## src/rtl/ssd_score_scanner.sv

```systemverilog
// Binary score -> BCD (sequential double-dabble) -> time-multiplexed N-digit seven-segment drive.
// Latency: Load accepted at edge N gives Valid/Digits after edge N+SCORE_W+1; the scan runs continuously.
// Backpressure: Load is taken only in IDLE and is dropped, not queued, otherwise. Optional macro: SSD_LZB_EN (leading-zero blanking).
module ssd_score_scanner #(
  parameter int SCORE_W    = 8,
  parameter int NUM_DIGITS = 4,
  parameter int SCAN_DIV_W = 18
) (
  input  logic                    Clk,
  input  logic                    reset,
  input  logic [SCORE_W-1:0]      Score,
  input  logic                    Load,
  output logic                    Busy,
  output logic                    Valid,
  output logic                    Overflow,
  output logic [4*NUM_DIGITS-1:0] Digits,
  output logic [NUM_DIGITS-1:0]   An,
  output logic [6:0]              Cath,
  output logic                    Dp
);

  localparam int BCD_W = 4 * NUM_DIGITS;
  localparam int CNT_W = $clog2(SCORE_W + 1);
  localparam int IDX_W = (NUM_DIGITS > 1) ? $clog2(NUM_DIGITS) : 1;

  typedef enum logic [1:0] {S_IDLE, S_SHIFT, S_DONE} state_t;

  state_t                  r_state;
  state_t                  w_state_nxt;
  logic                    w_load_acc;
  logic                    w_busy;
  logic                    w_done;
  logic [SCORE_W-1:0]      r_bin;
  logic [BCD_W-1:0]        r_bcd;
  logic [CNT_W-1:0]        r_cnt;
  logic                    r_ovf;
  logic [BCD_W-1:0]        w_bcd_adj;
  logic                    r_valid;
  logic                    r_overflow;
  logic [BCD_W-1:0]        r_digits;
  logic [SCAN_DIV_W-1:0]   r_scan;
  logic [IDX_W-1:0]        r_idx;
  logic [IDX_W-1:0]        w_idx_nxt;
  logic [NUM_DIGITS-1:0]   r_an;
  logic [6:0]              r_cath;
  logic [3:0]              w_nib;
  logic                    w_blank;
  logic [6:0]              w_cath_nxt;

  // Converter state register
  always_ff @(posedge Clk or posedge reset) begin
    if (reset) r_state <= S_IDLE;
    else       r_state <= w_state_nxt;
  end

  // Converter next-state and control decode
  always_comb begin
    w_state_nxt = r_state;
    w_load_acc  = 1'b0;
    w_busy      = 1'b0;
    w_done      = 1'b0;
    case (r_state)
      S_IDLE: begin
        if (Load) begin
          w_load_acc  = 1'b1;
          w_state_nxt = S_SHIFT;
        end
      end
      S_SHIFT: begin
        w_busy = 1'b1;
        if (r_cnt == CNT_W'(1)) w_state_nxt = S_DONE;
      end
      S_DONE: begin
        w_done      = 1'b1;
        w_state_nxt = S_IDLE;
      end
      default: w_state_nxt = S_IDLE;
    endcase
  end

  // Add-3 correction of every BCD nibble that would reach >= 10 after doubling
  always_comb begin
    w_bcd_adj = r_bcd;
    for (int i = 0; i < NUM_DIGITS; i++) begin
      if (r_bcd[4*i +: 4] >= 4'd5) w_bcd_adj[4*i +: 4] = r_bcd[4*i +: 4] + 4'd3;
    end
  end

  // Shift engine: load on accept, one double-dabble step per cycle in SHIFT
  always_ff @(posedge Clk or posedge reset) begin
    if (reset) begin
      r_bin <= '0;
      r_bcd <= '0;
      r_cnt <= '0;
      r_ovf <= 1'b0;
    end else if (w_load_acc) begin
      r_bin <= Score;
      r_bcd <= '0;
      r_cnt <= CNT_W'(SCORE_W);
      r_ovf <= 1'b0;
    end else if (w_busy) begin
      r_bin <= r_bin << 1;
      r_bcd <= {w_bcd_adj[BCD_W-2:0], r_bin[SCORE_W-1]};
      r_cnt <= r_cnt - CNT_W'(1);
      // a carry out of the top digit means the value no longer fits
      r_ovf <= r_ovf | w_bcd_adj[BCD_W-1];
    end
  end

  // Result registers, updated once per conversion and held until the next one
  always_ff @(posedge Clk or posedge reset) begin
    if (reset) begin
      r_valid    <= 1'b0;
      r_overflow <= 1'b0;
      r_digits   <= '0;
    end else begin
      r_valid <= w_done;
      if (w_done) begin
        r_digits   <= r_bcd;
        r_overflow <= r_ovf;
      end
    end
  end

  // Digit index advances when the free-running scan divider wraps
  always_comb begin
    w_idx_nxt = r_idx;
    if (&r_scan) w_idx_nxt = (r_idx == IDX_W'(NUM_DIGITS - 1)) ? '0 : r_idx + IDX_W'(1);
  end

  // Select the nibble for the upcoming digit and decide whether it is blanked
  always_comb begin
    w_nib   = 4'd0;
    w_blank = 1'b0;
`ifdef SSD_LZB_EN
    begin
      logic nz_above;
      nz_above = 1'b0;
      for (int i = NUM_DIGITS - 1; i >= 0; i--) begin
        nz_above = nz_above | (|r_digits[4*i +: 4]);
        if (IDX_W'(i) == w_idx_nxt) begin
          w_nib   = r_digits[4*i +: 4];
          w_blank = (i != 0) && !nz_above;
        end
      end
    end
`else
    for (int i = 0; i < NUM_DIGITS; i++) begin
      if (IDX_W'(i) == w_idx_nxt) w_nib = r_digits[4*i +: 4];
    end
`endif
  end

  // Active-low segment decode; overflow forces a dash on every digit
  always_comb begin
    case (w_nib)
      4'd0:    w_cath_nxt = 7'b0000001;
      4'd1:    w_cath_nxt = 7'b1001111;
      4'd2:    w_cath_nxt = 7'b0010010;
      4'd3:    w_cath_nxt = 7'b0000110;
      4'd4:    w_cath_nxt = 7'b1001100;
      4'd5:    w_cath_nxt = 7'b0100100;
      4'd6:    w_cath_nxt = 7'b0100000;
      4'd7:    w_cath_nxt = 7'b0001111;
      4'd8:    w_cath_nxt = 7'b0000000;
      4'd9:    w_cath_nxt = 7'b0000100;
      default: w_cath_nxt = 7'b1111111;
    endcase
    if (w_blank)    w_cath_nxt = 7'b1111111;
    if (r_overflow) w_cath_nxt = 7'b1111110;
  end

  // Scan counter, index and the anode/cathode registers switch on the same edge
  always_ff @(posedge Clk or posedge reset) begin
    if (reset) begin
      r_scan <= '0;
      r_idx  <= '0;
      r_an   <= ~NUM_DIGITS'(1);
      r_cath <= 7'b0000001;
    end else begin
      r_scan <= r_scan + SCAN_DIV_W'(1);
      r_idx  <= w_idx_nxt;
      r_an   <= ~(NUM_DIGITS'(1) << w_idx_nxt);
      r_cath <= w_cath_nxt;
    end
  end

  assign Busy     = w_busy;
  assign Valid    = r_valid;
  assign Overflow = r_overflow;
  assign Digits   = r_digits;
  assign An       = r_an;
  assign Cath     = r_cath;
  assign Dp       = 1'b1;

endmodule

```

## config.mk

```make
export PLATFORM = sky130hd
export DESIGN_NAME = ssd_score_scanner
export DESIGN_NICKNAME = d
export VERILOG_FILES = /design/src/rtl/ssd_score_scanner.sv
export SDC_FILE = /design/constraint.sdc
export NUM_CORES = 1
export LEC_CHECK = 0
export ABC_AREA = 1
export CORE_AREA = 3 3 89 100
export DETAILED_ROUTE_END_ITERATION = 12
export DIE_AREA = 0 0 92 103
export HOLD_SLACK_MARGIN = 0.06
export PLACE_DENSITY = 0.7
export SLEW_MARGIN = 20
export SYNTH_ARGS = -nofsm -noshare
export SYNTH_HDL_FRONTEND = slang
export SYNTH_SLANG_ARGS = --single-unit
```

## constraint.sdc

```tcl
create_clock -name Clk -period 3.45 [get_ports Clk]
set_input_delay 0.69 -clock Clk [delete_from_list [all_inputs] [get_ports Clk]]
set_output_delay 0.69 -clock Clk [all_outputs]
set_load 0.1 [all_outputs]
```

==> metrics.txt <==
status completed; Post-synth EDFFs 0; max_slew headroom 35.0%; setup tns final 0 ns; Starting DRT DRC Count 122; area post-placement 4450 µm²; Pins Over Slew Limit 0; GR Util All Layers 17.2%; HPWL reported at the end of detailed placement 5.43 mm; Post-Syn Nets 448; die area 9480 µm²; max_cap viols 0; Initial Util 49.8%; vias in the first global route 2831; DR vias 2851; largest net degree at the start of global routing 40; Die Ht 103 µm; Clock Path Buffers 2; row cnt 34; Post-Syn Area 3940 µm²; Area growth syn-to-layout 18.6%; CTS Buf Count 9; fin crit share 75.7%; Psw 2.24 mW; clk_lat worst skew 0.36 ns; CP max FO 3; antenna violations before repair 0; leading post-synthesis cells by cell area dfrtp_1, nand2_1, ha_1; H-tree depth 3; Synth Flop Type dfrtp_1; hold slack 0.455 ns; Post-Syn Area per Cell 9.40 µm²; combinational share of power 51.7%; CP peak stage delay 1.16 ns; Tot Pwr 4.49 mW; core area 7910 µm²; CP Data Arrival Time 1.92 ns; Final Cell Area 4670 µm²; hold_buf cts 0; Yosys cell types 37; clock share of power 16.9%; CTS Sinks 80; critical path launch point type register; skew final 0.0107 ns; worst-path cell chain clkdlybuf4s50_1; worst reg2reg path depth 15; RSZ-0062 raised after global routing false; Yosys top cell area share 48.3%; synth warn 0; Reg power frac 31.5%; number of routed nets with antenna violations 0; Final Critical Period 2.61 ns; first-pass GRT wire length 13.0 mm; Crit. path cell count 1; synth cell count leaders dfrtp_1, nand2_1, inv_1; vias per inst 4.91; Min-Delay Path Depth 1; Hold Violations, Final 0; Slowest cell on crit path clkdlybuf4s50_1; Sw Share 49.8%; # IOs 42; CP bufs+invs 1; worst-margin pin slew 0.973 ns; # diodes 0; P_int 2.25 mW; final global-route overflow total 0; post-synth top area cell dfrtp_1; class of the most critical hold timing path reg2reg; setup violators final 0; worst path required time 2.76 ns; Die X-Extent 92 µm; Seq cells post-synth 80; Leakage 2.28 nW; Max rail drop VDD 0.606 mV; pre-CTS WS 0.894 ns; CTS tree done; Worst Setup Slack, final 0.839 ns; critical path's top delay family buffers and inverters; clock transition at the registers of the reported paths 0.08 ns; crit end category primary output; WL/cell 12.7 µm; final wirelength 7.37 mm; IO buf count 40; count leader, synth dfrtp_1; post-synthesis cell count 419; Seq/Total Area, Yosys 50.9%; DRC Markers 0; Fill cells 713; share of post-route cells with drive strength above 1 17.3%; root buf cell clkbuf_8; Crit Path Class reg2out; post_cts resized 0; Layout Nets 497; first-pass detailed-route iteration total 4; Final Wtd Congestion 0.844; pwr/cell area 961 nW/µm²; FMAX 383 MHz; Synth async-reset ratio 100%; post-CTS setup buffers 0
area by class of cell:
type,count,area (µm²),share of cell area (%)
sequential,80,2010,43.0
multi-input combinational,264,1640,35.2
timing repair buffer,45,408,8.73
inverter,68,260,5.57
tap,108,135,2.89
clock buffer,9,124,2.65
clock inverter,7,95.1,2.04
cells in the final DEF, fill, tap and decap left out, types with 6 or more instances in the layout:
| cell | n |
|---|---|
| a21oi_1 | 6 |
| buf_4 | 21 |
| clkbuf_8 | 9 |
| clkdlybuf4s50_1 | 23 |
| dfrtp_1 | 76 |
| ha_1 | 18 |
| inv_1 | 59 |
| nand2_1 | 66 |
| nand2_2 | 6 |
| nand2_4 | 6 |
| nand3_1 | 28 |
| nor2_1 | 18 |
| o21ai_0 | 42 |
| o221ai_1 | 7 |
| o22ai_1 | 9 |
| xnor2_1 | 6 |
| xor2_1 | 13 |
power groups by stage:
stage	sequential [mW]	combinational [mW]	clock, mW
2_1_floorplan	2.24	0.979	0
3_3_place_gp	1.43	2.28	0
3_5_place_dp	1.43	2.33	0
4_1_cts	1.42	2.33	0.776
5_1_grt	1.46	2.53	0.808
6_report	1.41	2.32	0.758
kinds of logic (layout without fill, tap and decap cells):
group | after synthesis | count (layout) | share of synthesized area (%)
and+or+nand+nor | 156 | 156 | 21.3
other | 1 | 1 | 0.0952
AOI/OAI and AO/OA | 70 | 70 | 10.4
xor gates and xnor gates | 19 | 19 | 4.22
DFF | 80 | 80 | 50.9
adders and majority gates | 18 | 18 | 5.72
buffers and inverters | 75 | 129 | 7.37
path summary, 6_finish.rpt:
path                            startpoint    endpoint  slack (ns)
min in group asynchronous            reset    r_bcd[2]        0.65
worst max register to register   r_scan[0]     Cath[3]        0.90
max in group asynchronous            reset    r_bcd[5]        2.15
worst min register to register    Overflow     Cath[0]        0.45
worst min-delay path              Overflow     Cath[0]        0.45
worst max-delay path            Digits[11]  Digits[11]        0.84
flip-flops by register name, summed over array words and instances (netlist names):
register,cells
r_bcd,16
r_state,2
An,4
r_scan,18
Digits,16
r_cnt,4
Valid,1
Cath,7
Overflow,1
r_bin,8
r_ovf,1
r_idx,2
per-layer routing:
layer | wire, µm | share of wire [%] | up-vias | track usage [%]
met5 | 0 | 0 | - | 0
met4 | 146 | 2.0 | 0 | 8.34
met3 | 269 | 3.7 | 14 | 2.99
met2 | 3700 | 50 | 45 | 30.2
met1 | 3250 | 44 | 1341 | 20.8
li1 | - | - | 1451 | -
metrics by stage:
step | cells | util [%]
6_report | 581 | 59.0
5_1_grt | 581 | 59.0
4_1_cts | 581 | 59.0
3_5_place_dp | 565 | 56.3
3_3_place_gp | 565 | 56.3
2_1_floorplan | 419 | -
(Power assumes the default switching activity.)
